**src/rtl/alu_pkg.sv**
```systemverilog
// Shared ALU definitions: 4-bit alucontrol op codes and the multiplier FSM state encoding.
// Imported by alu_exec_unit, alu_mul_seq and the upstream ALU control decoder.
package alu_pkg;

    localparam logic [3:0] ALU_AND  = 4'b0000;
    localparam logic [3:0] ALU_OR   = 4'b0001;
    localparam logic [3:0] ALU_ADD  = 4'b0010;
    localparam logic [3:0] ALU_SLL  = 4'b0011;
    localparam logic [3:0] ALU_SLTU = 4'b0100;
    localparam logic [3:0] ALU_SUB  = 4'b0110;
    localparam logic [3:0] ALU_SLT  = 4'b0111;
    localparam logic [3:0] ALU_SRL  = 4'b1011;
    localparam logic [3:0] ALU_NOR  = 4'b1100;
    localparam logic [3:0] ALU_MUL  = 4'b1111;

    typedef enum logic {
        StIdle,
        StMul
    } mul_state_e;

endpackage

```
**src/rtl/alu_mul_seq.sv**
```systemverilog
// Iterative shift-add multiplier: WIDTH steps, busy while iterating, one-cycle done pulse.
// With ALU_MUL_HI_EN defined the accumulator widens to 2*WIDTH and the upper half drives hi.
module alu_mul_seq
    import alu_pkg::*;
#(
    parameter int unsigned WIDTH = 32
) (
    input  logic             clk,
    input  logic             reset,
    input  logic             start,
    input  logic [WIDTH-1:0] a,
    input  logic [WIDTH-1:0] b,
    output logic             busy,
    output logic             done,
    output logic [WIDTH-1:0] prod
`ifdef ALU_MUL_HI_EN
    ,
    output logic [WIDTH-1:0] hi
`endif
);

`ifdef ALU_MUL_HI_EN
    localparam int unsigned AW = 2 * WIDTH;
`else
    localparam int unsigned AW = WIDTH;
`endif
    localparam int unsigned CW = (WIDTH > 1) ? $clog2(WIDTH) : 1;

    mul_state_e       state_q;
    logic [AW-1:0]    mcand_q;
    logic [AW-1:0]    acc_q;
    logic [AW-1:0]    acc_next;
    logic [WIDTH-1:0] mplier_q;
    logic [CW-1:0]    cnt_q;
    logic             busy_q;
    logic             done_q;
    logic [WIDTH-1:0] prod_q;
`ifdef ALU_MUL_HI_EN
    logic [WIDTH-1:0] hi_q;
`endif

    always_comb begin
        acc_next = acc_q;
        if (mplier_q[0]) begin
            acc_next = acc_q + mcand_q;
        end
    end

    always_ff @(posedge clk) begin
        if (reset) begin
            state_q  <= StIdle;
            mcand_q  <= '0;
            acc_q    <= '0;
            mplier_q <= '0;
            cnt_q    <= '0;
            busy_q   <= 1'b0;
            done_q   <= 1'b0;
            prod_q   <= '0;
`ifdef ALU_MUL_HI_EN
            hi_q     <= '0;
`endif
        end else begin
            done_q <= 1'b0;
            case (state_q)
                StIdle: begin
                    if (start) begin
                        mcand_q  <= AW'(a);
                        mplier_q <= b;
                        acc_q    <= '0;
                        cnt_q    <= '0;
                        busy_q   <= 1'b1;
                        state_q  <= StMul;
                    end
                end
                StMul: begin
                    acc_q    <= acc_next;
                    mcand_q  <= mcand_q << 1;
                    mplier_q <= mplier_q >> 1;
                    cnt_q    <= cnt_q + 1'b1;
                    // Last step: publish the fully accumulated product in the same edge.
                    if (cnt_q == CW'(WIDTH - 1)) begin
                        prod_q  <= acc_next[WIDTH-1:0];
`ifdef ALU_MUL_HI_EN
                        hi_q    <= acc_next[AW-1:WIDTH];
`endif
                        done_q  <= 1'b1;
                        busy_q  <= 1'b0;
                        state_q <= StIdle;
                    end
                end
                default: state_q <= StIdle;
            endcase
        end
    end

    assign busy = busy_q;
    assign done = done_q;
    assign prod = prod_q;
`ifdef ALU_MUL_HI_EN
    assign hi   = hi_q;
`endif

endmodule

```
**src/rtl/alu_exec_unit.sv**
```systemverilog
// Execute-stage ALU: registered single-cycle ops plus an iterative multiplier with busy/done.
// Optional ALU_MUL_HI_EN adds the hi output carrying the upper half of the MUL product.
module alu_exec_unit
    import alu_pkg::*;
#(
    parameter int unsigned WIDTH   = 32,
    parameter int unsigned SHAMT_W = 5
) (
    input  logic               clk,
    input  logic               reset,
    input  logic               start,
    input  logic [3:0]         alucontrol,
    input  logic [WIDTH-1:0]   a,
    input  logic [WIDTH-1:0]   b,
    input  logic [SHAMT_W-1:0] shamt,
    output logic [WIDTH-1:0]   result,
    output logic               zero,
    output logic               busy,
    output logic               done
`ifdef ALU_MUL_HI_EN
    ,
    output logic [WIDTH-1:0]   hi
`endif
);

    logic [WIDTH-1:0] sc_val;
    logic             is_mul;
    logic             issue;
    logic             mul_start;
    logic             mul_busy;
    logic             mul_done;
    logic [WIDTH-1:0] mul_prod;
    logic [WIDTH-1:0] sc_result_q;
    logic             sc_done_q;
    logic             sel_mul_q;

    // Unknown codes (including X) fall to the default and produce zero.
    always_comb begin
        sc_val = '0;
        is_mul = 1'b0;
        case (alucontrol)
            ALU_ADD:  sc_val = a + b;
            ALU_SUB:  sc_val = a - b;
            ALU_AND:  sc_val = a & b;
            ALU_OR:   sc_val = a | b;
            ALU_NOR:  sc_val = ~(a | b);
            ALU_SLT:  sc_val = {{(WIDTH - 1){1'b0}}, ($signed(a) < $signed(b))};
            ALU_SLTU: sc_val = {{(WIDTH - 1){1'b0}}, (a < b)};
            ALU_SLL:  sc_val = b << shamt;
            ALU_SRL:  sc_val = b >> shamt;
            ALU_MUL:  is_mul = 1'b1;
            default:  sc_val = '0;
        endcase
    end

    assign issue     = start & ~mul_busy;
    assign mul_start = issue & is_mul;

    alu_mul_seq #(
        .WIDTH (WIDTH)
    ) u_mul (
        .clk   (clk),
        .reset (reset),
        .start (mul_start),
        .a     (a),
        .b     (b),
        .busy  (mul_busy),
        .done  (mul_done),
        .prod  (mul_prod)
`ifdef ALU_MUL_HI_EN
        ,
        .hi    (hi)
`endif
    );

    // sel_mul_q remembers which path wrote last so result holds between done pulses.
    always_ff @(posedge clk) begin
        if (reset) begin
            sc_result_q <= '0;
            sc_done_q   <= 1'b0;
            sel_mul_q   <= 1'b0;
        end else begin
            sc_done_q <= 1'b0;
            if (mul_done) begin
                sel_mul_q <= 1'b1;
            end
            if (issue && !is_mul) begin
                sc_result_q <= sc_val;
                sc_done_q   <= 1'b1;
                sel_mul_q   <= 1'b0;
            end
        end
    end

    assign result = (mul_done || sel_mul_q) ? mul_prod : sc_result_q;
    assign zero   = (result == '0);
    assign busy   = mul_busy;
    assign done   = sc_done_q | mul_done;

endmodule

```
**config.mk**
```make
export PLATFORM = sky130hd
export DESIGN_NAME = alu_exec_unit
export DESIGN_NICKNAME = d
export VERILOG_FILES = /design/src/rtl/alu_pkg.sv /design/src/rtl/alu_mul_seq.sv /design/src/rtl/alu_exec_unit.sv
export SDC_FILE = /design/constraint.sdc
export NUM_CORES = 1
export LEC_CHECK = 0
export ABC_AREA = 1
export CAP_MARGIN = 15
export CORE_MARGIN = 2
export CORE_UTILIZATION = 50
export CTS_CLUSTER_DIAMETER = 30
export DETAILED_ROUTE_END_ITERATION = 6
export PLACE_DENSITY = 0.74
export SYNTH_ARGS = -nofsm -noshare
export SYNTH_HDL_FRONTEND = slang
export SYNTH_HIERARCHICAL = 1
export SYNTH_SLANG_ARGS = --single-unit
```
**constraint.sdc**
```tcl
create_clock -name clk -period 2.97 [get_ports clk]
set_clock_uncertainty 0.05 [all_clocks]
set_input_delay 0.7425 -clock clk [delete_from_list [all_inputs] [get_ports clk]]
set_output_delay 0.7425 -clock clk [all_outputs]
set_load 0.02 [all_outputs]
```
==> results.tsv, run 1 <==
metric	value	unit
GRT Residual Overflow	0	
max_slew headroom	45.0	%
Area after DPL	24100	um2
area of the die	40900	um2
worst setup slack after layout	-0.125	ns
net switching share of the total power	38.1	%
slew of the pin with the lowest slew margin	0.825	ns
simple logic cell fraction of the synthesized area	47.7	%
setup repair after global routing missed its margin	true	
Static Leakage	13.5	nW
critical-path cell list	nor2_4 > buf_4 > buf_12 > mux2_2 > nor4_1 > nand4_1 > nor2_4 > buf_6	
length in cells of the worst reg-to-reg path	12	
power share of the sequential group	30.3	%
Adder-Cell Fraction of Synth Area	8.51	%
mean instance size in the synthesized netlist	5.53	um2
top_reg_cell synth	dfxtp_1	
part of the cycle the worst path needs	104	%
CTS clock-pin slew for the worst setup and hold paths	0.08	ns
number of hold violations in the final report	0	
Worst EP required	2.18	ns
failing checks	design-rule violations, negative setup slack	
class of the most critical hold timing path	reg -> reg	
synthesized instance count	3557	
Placement Rows	72	
number of slew-limit violations in the final report	0	
clock network latency to the later pin of the worst-skew pair	0.49	ns
launching element of the worst setup path	sel_mul_q$_SDFFE_PP0P_	
final standard cell area without fillers	25000	um2
Clock power frac	32.7	%
number of antenna violations at the first check in global routing	2	
number of top-level pins	111	
biggest fanout along the worst timing path	18	
Post-CTS Hold Buffers	0	
dominant cells by area after synthesis	nand2_1 (23%), dfxtp_1 (17%), nand3_1 (14%), inv_1 (9.8%), ha_1 (8.2%)	
CTS H-Tree Depth	4	
Syn Std Cell Area	19700	um2
xor/xnor cell area share of the yosys netlist	0.802	%
placed wire-length estimate after detailed placement	73.9	mm
layout cell share with drive strength beyond 1	15.9	%
Detailed Route WL	90.1	mm
Routed wire per std cell	20.0	um
count of endpoints failing setup in the final report	1	
class of the most critical setup path	reg -> out	
Worst path most repeated cell	nor2_4	
Die W	202	um
detailed-route DRC error count	5	
share of the yosys chip area belonging to registers	17.3	%
proportion of register bits with asynchronous set or reset after synthesis	0	%
PD cells	309	nW/um2
Internal	4.78	mW
wire length of the first global-routing pass	134	mm
run status	finished, violations left	
iteration count of the initial detailed-routing pass	7	
via count of the first global-routing pass	22400	
kind of end point of the critical path	output pin	
multiplexer share of the synthesized area	1.23	%
All-Layer GR Usage	43.5	%
Crit path arrival time	2.30	ns
largest net degree at the start of global routing	79	
source of the worst hold timing path	u_mul/prod[15]$_SDFFE_PP0P_	
flip-flop and latch count after synthesis	170	
DRC marker count from the first detailed-route iteration	3418	
CTS Root Cell	clkbuf_16	
CP max-delay cell	mux2_2	
total via count in the routed design	25200	
instance count after placement with tap cells included	4460	
worst IR drop on VDD	0.400	mV
switching power	2.94	mW
synthesized netlist net count	3765	
most common cell after layout, fill and taps aside	nand2_1	
commonest non-fill, non-tap cells in the layout	nand2_1 (1199), nand3_1 (540), inv_1 (515)	
post-layout net count	4174	
number of cells on the worst hold path	2	
post-synth top area share	22.9	%
clk sink count	170	
CP max stage delay	0.36	ns
total chip power	7.72	mW
count of flip-flops with a built-in enable after synthesis	0	
number of distinct library cells after synthesis	56	
Layout Area Growth over Synthesis	26.9	%
Chip Height	202	um
biggest area consumer among synthesized cells	nand2_1	
initial standard-cell utilization of the core	50.8	%
Cell Count, Final, Fillers Out	4497	
compound-gate portion of the synthesized area	10.3	%
Port Buf Inserts	110	
area of the core	38700	um2
Max Cap Violations	0	
Worst R2R Start	u_mul/mcand_q[0]$_SDFFE_PP0P_	
RD Place Congestion	1.09	
kind of start point of the critical path	flop	
post-route minimum period	3.10	ns
number of warnings reported in the yosys synthesis log	6	
highest achievable clock rate	323	MHz
TritonCTS Buffers	17	
Antenna diodes	0	
number of nets with antenna violations after detailed routing	0	
vias per std cell	5.60	
Comb pwr share	37.0	%
CTS tree	done	
CTS max path bufs	2	
combinational family with the most area after synthesis	simple AND/OR/NAND/NOR gates	
==> cells by family (layout without fill, tap and decap cells) <==
family / Yosys count / in the layout
mux: 21 / 21
xor+xnor: 18 / 18
fa+ha+maj: 132 / 132
flops: 170 / 170
buf+inv: 695 / 1117
simple gates: 2173 / 2173
compound gates: 348 / 348
==> state kept, by name, summed over array words and instances, names as in the netlist, 5 cells and up <==
register	flops
sc_result_q	32
u_mul/acc_q	32
u_mul/mcand_q	32
u_mul/mplier_q	32
u_mul/prod	32
u_mul/cnt_q	5
==> synthesized netlist by cell type (5+ instances only) <==
| cell | count |
|---|---|
| o21ai_1 | 19 |
| xnor2_1 | 16 |
| dfxtp_1 | 170 |
| nor4_1 | 13 |
| buf_1 | 15 |
| nand3_2 | 12 |
| buf_6 | 7 |
| o21bai_1 | 11 |
| a22oi_1 | 6 |
| a21oi_2 | 9 |
| nor3_1 | 25 |
| nand2_1 | 1200 |
| or2_1 | 6 |
| buf_2 | 68 |
| o211ai_1 | 36 |
| mux2_2 | 17 |
| nor2_2 | 12 |
| ha_1 | 129 |
| nand3_1 | 542 |
| or2_2 | 22 |
| o21ai_0 | 113 |
| buf_4 | 9 |
| a31oi_1 | 5 |
| nor2_1 | 239 |
| and2_1 | 28 |
| nand2_2 | 19 |
| inv_1 | 516 |
| nand4_1 | 37 |
| o221ai_1 | 14 |
| inv_2 | 17 |
| clkbuf_1 | 54 |
| o22ai_1 | 5 |
| a21oi_1 | 117 |
==> cell type report <==
cell class	count	area [um2]
clock buffer	17	425
inverter	539	2030
clock inverter	15	205
multi-input combinational	2692	13600
sequential	170	3410
fill	3827	13800
tap	518	648
timing repair buffer	546	4600
==> stage by stage <==
step,hold WS (ns),setup TNS [ns],setup slack [ns],utilization [%]
after floorplan,0.370,0,0.458,-
after global placement,0.382,-10.90,-0.512,62.3
after detailed placement,0.388,-12.27,-0.561,62.3
after CTS,0.405,-0.153,-0.153,64.0
after global routing,0.420,-0.259,-0.210,64.4
final,0.405,-0.125,-0.125,64.4
==> power by group through the flow <==
| stage | combinational [mW] | sequential [mW] | clock (mW) |
|---|---|---|---|
| floorplan | 1.38 | 2.37 | 0 |
| global placement | 2.71 | 2.39 | 0 |
| detailed placement | 2.71 | 2.39 | 0 |
| CTS | 2.72 | 2.33 | 2.55 |
| global route | 3.05 | 2.34 | 2.61 |
| finish | 2.86 | 2.34 | 2.52 |
==> per-layer routing <==
metal	up-vias	GRT usage [%]	part of all wire, %
met3	230	7.88	11
li1	12100	-	-
met5	-	0	0.028
met2	1492	63.7	41
met1	11300	60.2	42
met4	4	23.2	6.0
==> path summary, 6_finish.rpt <==
kind	end	slack [ns]
max reg2reg	u_mul/prod[20]$_SDFFE_PP0P_	0.55
min	u_mul/prod[15]$_SDFFE_PP0P_	0.41
max	zero	-0.13
min reg2reg	u_mul/prod[15]$_SDFFE_PP0P_	0.41
==> critical path: cells and delay by family (launching register included) <==
kind,cells,cell delay [ns]
buf+inv,3,0.43
flops,1,0.33
mux,1,0.36
simple gates,4,0.67
==> what timing repair did <==
item | 4_1_cts | 5_1_grt
setup buffers | 4 | 1
gates resized for setup | 29 | 43
endpoints found under the setup margin | 34 | 33
pin swaps | 2 | 4
endpoints found under the hold margin | 0 | 0
cloned | 0 | 0
No activity file was read; power rests on OpenSTA's default activity.
==> inputs of run 2 (changes only) <==
SLEW_MARGIN = 10   (was default)
==> results of run 2 <==
Same layout as run 1: the final DEF is identical, and so are final timing and power.
